File: config.mk
export PLATFORM = sky130hd
export DESIGN_NAME = lcd_spi_tx
export DESIGN_NICKNAME = d
export VERILOG_FILES = /design/src/rtl/lcd_spi_tx.sv
export SDC_FILE = /design/constraint.sdc
export NUM_CORES = 1
export LEC_CHECK = 0
export CORE_AREA = 2 2 122 124
export CTS_CLUSTER_DIAMETER = 40
export CTS_CLUSTER_SIZE = 25
export DETAILED_ROUTE_END_ITERATION = 12
export DIE_AREA = 0 0 124 126
export SETUP_SLACK_MARGIN = 0.4
export SYNTH_ARGS = -nofsm -noshare
export SYNTH_HDL_FRONTEND = slang
export SYNTH_SLANG_ARGS = --single-unit
File: constraint.sdc
create_clock -name clk -period 6 [get_ports clk]
set_input_delay 0.6 -clock clk [delete_from_list [all_inputs] [get_ports clk]]
set_output_delay 0.6 -clock clk [all_outputs]
set_load 0.01 [all_outputs]
File: src/rtl/lcd_spi_tx.sv
// Serial LCD transmitter: panel reset sequencing, a 4-entry {dc,data} FIFO,
// and an MSB-first SPI-style shifter with a programmable half-period.
module lcd_spi_tx #(
    parameter int HALF_DIV = 74,
    parameter int RST_CYC  = 1000
) (
    input  logic       clk,
    input  logic       rst,
    input  logic       in_valid,
    input  logic [7:0] in_data,
    input  logic       in_dc,
    output logic       in_ready,
    output logic       lcd_rst,
    output logic       lcd_ce,
    output logic       lcd_dc,
    output logic       lcd_clk,
    output logic       lcd_din,
    output logic       tx_done,
    output logic       busy
);

    typedef enum logic [2:0] {
        INIT_LOW,
        INIT_WAIT,
        IDLE,
        SHIFT_LO,
        SHIFT_HI
    } state_t;

    localparam logic [7:0]  HALF_LAST = 8'(HALF_DIV - 1);
    localparam logic [15:0] RST_LAST  = 16'(RST_CYC - 1);

    state_t      state;
    logic [15:0] rst_cnt;
    logic [7:0]  half_cnt;
    logic [2:0]  bit_cnt;
    logic [6:0]  shreg;

    logic [8:0]  fifo_mem [4];
    logic [1:0]  wr_ptr;
    logic [1:0]  rd_ptr;
    logic [2:0]  count;
    logic [8:0]  head;
    logic        push;
    logic        pop;
    logic        byte_end;

    assign in_ready = !rst && (count != 3'd4);
    assign push     = in_valid && in_ready;
    assign head     = fifo_mem[rd_ptr];
    assign byte_end = (state == SHIFT_HI) && (half_cnt == HALF_LAST) && (bit_cnt == 3'd7);
    assign pop      = !rst && (count != 3'd0) && ((state == IDLE) || byte_end);
    assign busy     = (state != IDLE) || (count != 3'd0);

    always_ff @(posedge clk) begin
        if (rst) begin
            wr_ptr <= '0;
            rd_ptr <= '0;
            count  <= '0;
        end else begin
            if (push) begin
                fifo_mem[wr_ptr] <= {in_dc, in_data};
                wr_ptr           <= wr_ptr + 2'd1;
            end
            if (pop) begin
                rd_ptr <= rd_ptr + 2'd1;
            end
            unique case ({push, pop})
                2'b10:   count <= count + 3'd1;
                2'b01:   count <= count - 3'd1;
                default: count <= count;
            endcase
        end
    end

    always_ff @(posedge clk) begin
        if (rst) begin
            state    <= INIT_LOW;
            rst_cnt  <= '0;
            half_cnt <= '0;
            bit_cnt  <= '0;
            shreg    <= '0;
            lcd_rst  <= 1'b0;
            lcd_ce   <= 1'b1;
            lcd_clk  <= 1'b0;
            lcd_din  <= 1'b0;
            lcd_dc   <= 1'b0;
            tx_done  <= 1'b0;
        end else begin
            tx_done <= 1'b0;
            case (state)
                INIT_LOW: begin
                    if (rst_cnt == RST_LAST) begin
                        rst_cnt <= '0;
                        lcd_rst <= 1'b1;
                        state   <= INIT_WAIT;
                    end else begin
                        rst_cnt <= rst_cnt + 16'd1;
                    end
                end
                INIT_WAIT: begin
                    if (rst_cnt == RST_LAST) begin
                        rst_cnt <= '0;
                        state   <= IDLE;
                    end else begin
                        rst_cnt <= rst_cnt + 16'd1;
                    end
                end
                SHIFT_LO: begin
                    if (half_cnt == HALF_LAST) begin
                        half_cnt <= '0;
                        lcd_clk  <= 1'b1;
                        state    <= SHIFT_HI;
                    end else begin
                        half_cnt <= half_cnt + 8'd1;
                    end
                end
                SHIFT_HI: begin
                    if (half_cnt == HALF_LAST) begin
                        half_cnt <= '0;
                        lcd_clk  <= 1'b0;
                        if (bit_cnt == 3'd7) begin
                            tx_done <= 1'b1;
                            lcd_ce  <= 1'b1;
                            lcd_din <= 1'b0;
                            state   <= IDLE;
                        end else begin
                            bit_cnt <= bit_cnt + 3'd1;
                            shreg   <= {shreg[5:0], 1'b0};
                            lcd_din <= shreg[6];
                            state   <= SHIFT_LO;
                        end
                    end else begin
                        half_cnt <= half_cnt + 8'd1;
                    end
                end
                default: state <= state;
            endcase
            // A pop (from IDLE or at byte end) overrides the case above and
            // starts the next byte straight in SHIFT_LO with lcd_ce kept low.
            if (pop) begin
                shreg    <= head[6:0];
                lcd_din  <= head[7];
                lcd_dc   <= head[8];
                lcd_ce   <= 1'b0;
                lcd_clk  <= 1'b0;
                half_cnt <= '0;
                bit_cnt  <= '0;
                state    <= SHIFT_LO;
            end
        end
    end

endmodule

# Word-level counts from Yosys, hierarchy flattened
# Memories as Yosys holds them, arrays and structs flattened. A register that Yosys moved wholly into a read port is not among the register bits.
# Cells that the tools add are included.
# totals
register_bits,50
ram_bits,36
output_inout_bits,8
word_cells,107
n_memories,1
# memory_table
memory,depth,word_bits,rd,rd_ports_with_merged_regs,wr,line_no,rtl
fifo_mem,4,9,1,1,1,39,logic [8:0] fifo_mem [4];
# op_classes
add_sub_neg,7
n_eq_ne,20
mux,31
bitwise,3
n_reduce_logical,30
# op_table
operator,n
$mux W7,4
$add A16 B1 Y16 const B,1
$eq A16 B10 Y1 const B,1
$mux W16,1
$mux W1,15
$mux W3,4
$ne A3 B3 Y1 const B,4
$pmux W3 S4,1
$reduce_and A3 Y1,4
$reduce_and A5 Y1,2
$reduce_bool A2 Y1,5
$add A8 B1 Y8 const B,1
$eq A8 B7 Y1 const B,1
$mux W8,1
$ne A2 B2 Y1 const B,4
$add A3 B1 Y3 const B,2
$eq A3 B2 Y1 const B,2
$eq A3 B3 Y1 const B,2
$logic_and A1 B1 Y1,6
$mux W2,3
$ne A3 B2 Y1 const B,2
$pmux W3 S2,1
$reduce_or A2 Y1,3
$reduce_bool A5 Y1,1
15 further kinds,20

# Depth between registers and ports, before layout
# Gate-level depths: netlist of run 1.
# depth
word_depth,7
ltp_mapped,13

# Worst setup path after synthesis of run 1
# No wires, ideal clock.
# synth_path
path_kind,reg2reg
from,register bit_cnt[0]
to,register count[2]
arrival_time_ns,2.687
required_time_ns,5.929
setup_slack_ns,3.242
stages_incl_launch_ff,14
n_path_buf,1
synth_period_minus_slack_ns,2.758
cell_sequence,dfxtp_1 > ha_1 > ha_1 > nor4bb_1 > and3_1 > clkbuf_1 > o21ai_1 > nor2_1 > ha_1 > inv_1 > fa_1 > xor2_1 > or3_1 > a21oi_1
# synth_via
elab_chain_len,6
elab_cells_between_ends,8
# synth_lines
element,line_no,rtl
start: declaration,36,logic [2:0] bit_cnt;
start signal: assignment,128,bit_cnt <= bit_cnt + 3'd1;
$eq A3 B3 Y1 *,51,assign byte_end = (state == SHIFT_HI) && (half_cnt == HALF_LAST) && (bit_cnt == 3'd7);
$logic_and A1 B1 Y1 *,51,
$logic_or A1 B1 Y1 *,52,assign pop = !rst && (count != 3'd0) && ((state == IDLE) || byte_end);
$logic_and A1 B1 Y1 *,52,
named net pop,45,logic pop;
$eq A2 B1 Y1 or $eq A2 B2 Y1 (tied branches),68,"unique case ({push, pop})"
$pmux W3 S2 or $reduce_bool A2 Y1 (tied branches),-,
end signal: assignment,69,2'b10: count <= count + 3'd1;
end signal: assignment,70,2'b01: count <= count - 3'd1;
end signal: assignment,71,default: count <= count;
end: declaration,42,logic [2:0] count;
# The timed path passes the listed nets; every way through them passes the cells marked *.
# A chain may end at the register's enable or synchronous reset.

# Worst setup path in the final report of run 1
# layout_path
from,register state[1]
to,register count[2]
# layout_via
elab_chain_len,7
elab_cells_between_ends,10
# layout_lines
element,line_no,rtl
start: declaration,33,state_t state;
start signal: assignment,137,default: state <= state;
$eq A3 B3 Y1,51,
$logic_and A1 B1 Y1 (2 in a row),51,
$logic_or A1 B1 Y1 *,52,
$logic_and A1 B1 Y1 *,52,
named net pop,45,
$eq A2 B1 Y1 or $eq A2 B2 Y1 (tied branches),68,
$pmux W3 S2 or $reduce_bool A2 Y1 (tied branches),-,
# Marks and branches as above.

==> results.toml, run 1 <==
[yosys]
muxShareOfSynthArea_pct = 7.53
synth_fa_ha_area_share_pct = 3.72
syn-num-nets = 369
synthXorXnorAreaFrac_pct = 4.04
syn_area_mm2 = 0.00391
synth_top_family_by_area = "simple AND/OR/NAND/NOR gates"
ys_ff_latch = 88
synth_edf_count = 36
synth_ff_type = "dfxtp_1"
postSynthCellCount = 346
yosysWarningCount = 0
synth-simple-area-share_pct = 15.8
ys_async_sr_fraction_pct = 0
yosysSeqAreaShare_pct = 54.3
synth_compound_area_share_pct = 10.8
yosysUniqueCellTypes = 54
postSynthAreaPerCell_um2 = 11.3

[grt]
grt_pass1_vias = 2527
grt_pass1_wl_um = 12500
grt_antenna_before_repair = 0
grt_max_degree = 42
grt_util_all_layers_pct = 10.4
overflow = 0

[floorplanning]
io_pins = 20
initial_core_util_pct = 27.3
dieHeight_um = 126
die_w_um = 124
fp.coreArea_mm2 = 0.0143
rows = 44
die_area_mm2 = 0.0156

[cts]
clk_pin_slew_ns = 0.06
postCtsSetupBuffers = 0
clk_latency_ns = 0.35
root_buffer = "clkbuf_16"
cts_hold_buf = 0
numCtsBuffers = 9
clk_path_buf_depth = 2
post_cts_resized = 0
tritoncts = "done"
htree_levels = 3
cts.sinks = 88

[sta]
setup_ws_ns = 2.92
setup_tns_ns = 0
finalCriticalPeriod_ns = 3.08
max_slew_margin_pct = 27.9
setup_viol = 0
finalCritPeriodShare_pct = 51.3
hold_slack_ns = 0.453
max_freq_mhz = 325
tightest_slew_ns = 1.08
fin_skew_ns = 0.00674
slew_violations = 0
grt_setup_unrepaired = "no"
hold_violations = 0

[critical_path]
worstPathArrival_ns = 3.36
crit_type = "reg2reg"
end_kind = "flip-flop"
cp_max_fo = 14
r2r_slack_ns = 2.92
start_kind = "flip-flop"
cp_data_required_time_ns = 6.28

[drt]
post_drt_wl_per_cell_um = 13.7
firstDrtPassIters = 4
vias = 2630
drc_errors = 0
ant_nets = 0
drtIter0Drc = 138
post_drt_via_cell_ratio = 4.80
routed_wl_um = 7520

[power_and_ir_drop]
power_density_mw_per_mm2 = 293
vdd_drop_max_uv = 377
p_leak_nw = 1.49

[placed_design]
dp_hpwl_um = 5010
post-place-ws_ns = 2.82
gp_congestion = 0.738
port_buffers = 19

[finish]
nNetsFinal = 382
fillers = 1452
drive_gt1_share_pct = 9.62
antennaDiodeCount = 0
syn_to_final_growth_pct = 17.6

[min_path]
hold_path_class = "reg2reg"

[outcome]
status = "complete, no violations"

[job]
maxCapViolCount = 0
==> critical path, stage by stage, from the launching register on <==
cell and delay (ns):
dfxtp_1 0.55, nor3b_1 0.62, o21ai_1 0.44, nor2_1 0.18, ha_1 0.20, inv_1 0.06, fa_1 0.37, xor2_1 0.16
or3_1 0.30, a21oi_1 0.13
==> cell families after synthesis <==
| logic type | Yosys count |
|---|---|
| adder cells (fa/ha/maj) | 11 |
| AND/OR/NAND/NOR | 110 |
| flip-flops | 88 |
| multiplexers | 18 |
| AO/OA/AOI/OAI | 65 |
| XOR/XNOR | 18 |
| buffers and inverters | 36 |
==> worst paths after layout <==
check | startpoint | end | cells after the start
worst max-delay path | state[1] | count[2] | 9
worst min-delay path | lcd_rst | lcd_rst | 2
worst max register to register | state[1] | count[2] | 9
worst min register to register | lcd_rst | lcd_rst | 2
==> cell type report <==
type	instances	area, µm²	area share, %
clock buffers	9	225	4.90
well taps	184	230	5.01
multi-input cells	222	1630	35.6
repair buffers	22	213	4.63
clock inverters	7	109	2.37
inverters	16	60.1	1.31
flip-flops and latches	88	2120	46.2
==> state kept, by name, indices dropped and copies added (netlist names), 2 cells and up, named ones only <==
register / count
bit_cnt: 3
rst_cnt: 16
rd_ptr: 2
half_cnt: 8
wr_ptr: 2
state: 3
count: 3
fifo_mem: 36
shreg: 7
==> Yosys cell counts (8+ instances only) <==
master	count	share of area [%]
xnor2_1	13	2.9
a211oi_1	11	2.1
dfxtp_1	52	27
mux4_2	9	5.2
inv_1	16	1.5
nor2_1	22	2.1
clkbuf_1	11	1.1
mux2i_1	8	2.1
nand2_1	15	1.4
nor3_1	13	1.7
a21oi_1	27	3.5
or3_1	8	1.3
ha_1	10	3.2
edfxtp_1	36	28
nand3_1	9	1.2
==> cell usage in the layout (no fill, tap or decap), drive strengths merged, types with 3 or more instances in the layout <==
cell / n
nor3b: 3
o211ai: 4
xnor2: 13
a211oi: 11
mux4: 9
nand2: 15
dfxtp: 52
nor2: 22
or2: 3
a2111oi: 3
edfxtp: 36
mux2i: 8
nand4: 6
ha: 10
nand3: 9
xor2: 5
a21oi: 27
clkbuf: 9
buf: 3
o21ai: 7
and2: 5
inv: 20
clkdlybuf4s50: 19
nand4b: 4
nand3b: 3
nor3: 13
nor4: 5
or3: 8
==> through the flow <==
| step | instance area, µm² | total power [mW] | utilization [%] | std cells |
|---|---|---|---|---|
| 6_report | 4590 | 1.35 | 32.1 | 548 |
| 5_1_grt | 4590 | 1.40 | 32.1 | 548 |
| 4_1_cts | 4590 | 1.37 | 32.1 | 548 |
| 2_1_floorplan | 3910 | 0.712 | - | 346 |
| 3_5_place_dp | 4260 | 0.738 | 29.8 | 532 |
| 3_3_place_gp | 4260 | 0.736 | 29.8 | 532 |
==> power breakdown <==
part	leakage [nW]	switching [mW]	internal, mW
combinational	0.582	0.0382	0.0325
sequential	0.747	0.0133	0.639
clock	0.164	0.249	0.374
total	1.49	0.300	1.05
==> metal layers <==
layer	global-route usage [%]	up-vias	part of all wire, %
met2	16.5	49	49
li1	-	1319	-
met4	3.97	0	1.4
met1	13.0	1253	45
met3	3.76	9	4.3
met5	0	-	0
Power figures use the tool's default switching activity.
==> inputs of run 2 (changes only) <==
clock period = 2.74 ns   (was 6 ns; I/O delays follow)
==> run 2 against run 1 <==
- combinational power rose to 2.5 times the previous value
- via count rose by 4.2%
- largest power group unchanged
- sequential cell count did not move
- clock skew rose by 0.00076 ns
- worst setup slack got worse by 2.6 ns
- sequential power rose by 120%
- total power rose by 110%
- global-route usage rose by 0.38 points
- count of clock-buffer cells in the layout did not move
- routed wire length rose by 4.8%
==> results.toml, run 2 (same netlist as run 1, synthesis figures left out) <==
[sta]
finalCritPeriodShare_pct = 89.1
slew_violations = 0
max_freq_mhz = 410
tightest_slew_ns = 0.655
setup_viol = 0
max_slew_margin_pct = 56.3
finalCriticalPeriod_ns = 2.44
grt_setup_unrepaired = "yes"
hold_violations = 0
fin_skew_ns = 0.00749
setup_tns_ns = 0

[grt]
grt_pass1_vias = 2758
grt_max_degree = 24
grt_util_all_layers_pct = 10.8
grt_antenna_before_repair = 0
overflow = 0
grt_pass1_wl_um = 13300

[power_and_ir_drop]
comb_power_share_pct = 6.3
p_int_mw = 2.13
vdd_drop_max_uv = 410
p_leak_nw = 1.56
switching_share_pct = 25.0
switching_power_uw = 711
p_seq_share_pct = 50.1
power_density_mw_per_mm2 = 595
clockPowerShare_pct = 43.6

[critical_path]
cp_data_required_time_ns = 3.03
end_kind = "flip-flop"
start_kind = "flip-flop"
crit_type = "reg2reg"
r2r_slack_ns = 0.30
cp_max_fo = 3
worstPathArrival_ns = 2.73

[drt]
vias = 2740
routed_wl_um = 7880
firstDrtPassIters = 4
drc_errors = 0
post_drt_via_cell_ratio = 4.86
drtIter0Drc = 117
post_drt_wl_per_cell_um = 14.0
ant_nets = 0

[placed_design]
dp_hpwl_um = 5270
port_buffers = 19
postPlaceCellArea_mm2 = 0.00442
gp_congestion = 0.762

[finish]
largest_reg_flops = 36
regMostFlops = "fifo_mem"
nNetsFinal = 398
design_area_mm2 = 0.00478
mostFrequentLayoutCells = "49 x dfxtp_1, 36 x edfxtp_1, 26 x a21oi_1, 22 x nor2_1"
antennaDiodeCount = 0
largestRegisters = "fifo_mem: 36 flops, rst_cnt: 16 flops, half_cnt: 8 flops"
syn_to_final_growth_pct = 22.3
drive_gt1_share_pct = 17.4
layout_commonest_cell = "dfxtp_1"
fillers = 1436

[min_path]
hold_path_class = "reg2reg"

[floorplanning]
initial_core_util_pct = 27.3
die_area_mm2 = 0.0156
die_w_um = 124
dieHeight_um = 126
fp.coreArea_mm2 = 0.0143
rows = 44
io_pins = 20

[job]
maxCapViolCount = 0

[cts]
cts.sinks = 88
clk_latency_ns = 0.35
numCtsBuffers = 9
root_buffer = "clkbuf_16"
clk_path_buf_depth = 2
tritoncts = "done"
clk_pin_slew_ns = 0.07
htree_levels = 3
cts_hold_buf = 0

[outcome]
status = "complete, no violations"
-- run 2: changes by cell type in the layout (fill, tap and decap cells not counted), sizes merged --
cell	change
buf	+16
bufinv	-2
clkinv	+2
-- run 2: repair_timing --
item	CTS	global route
setup buffers	2	2
resized for setup	3	4
hold endpoints to repair	0	0
pin swaps	3	2
setup endpoints to repair	2	3
-- run 2: power by group through the flow --
stage | logic (mW) | clock network (mW) | registers [mW]
detailed placement | 0.179 | 0 | 1.45
global placement | 0.175 | 0 | 1.45
finish | 0.179 | 1.24 | 1.42
CTS | 0.181 | 1.27 | 1.43
global route | 0.200 | 1.34 | 1.43
floorplan | 0.119 | 0 | 1.45
-- run 2: worst max-delay path, stage by stage, from the launching register on --
cell,delay [ns]
dfxtp_2,0.36
ha_4,0.14
ha_4,0.12
nor4bb_4,0.21
and3_4,0.25
o21ai_4,0.06
nor2_1,0.10
ha_2,0.19
inv_2,0.04
fa_2,0.32
xor2_1,0.15
or3_1,0.33
a21oi_2,0.11
-- run 2: final timing paths --
kind / from / end / cells past startpoint
worst min register to register: lcd_rst / lcd_rst / 2
worst max-delay path: bit_cnt[1] / count[2] / 12
worst max register to register: bit_cnt[1] / count[2] / 12
worst min-delay path: lcd_rst / lcd_rst / 2
-- run 2: through the flow --
step | total power [mW] | instances | utilization [%] | setup slack [ns] | hold WS (ns)
6_report | 2.84 | 564 | 33.4 | 0.300 | 0.450
5_1_grt | 2.96 | 564 | 33.4 | 0.137 | 0.475
4_1_cts | 2.88 | 562 | 33.2 | 0.301 | 0.461
3_5_place_dp | 1.63 | 544 | 30.9 | 0.219 | 0.451
3_3_place_gp | 1.63 | 544 | 30.9 | 0.278 | 0.444
2_1_floorplan | 1.57 | 346 | - | 0.277 | 0.373
-- run 2: metal layers --
layer	wire [µm]	track usage (%)
met2	3970	17.9
met5	0	0
met4	135	4.76
met1	3530	13.1
met3	246	2.90
-- run 2: final cells by class --
type	instances	area, µm²	share of cell area (%)
Inverter	16	60.1	1.26
Clock inverter	7	81.3	1.70
Sequential cell	88	2130	44.5
Multi-Input combinational cell	222	1720	36.0
Tap cell	184	230	4.82
Timing Repair Buffer	38	333	6.97
Clock buffer	9	225	4.71
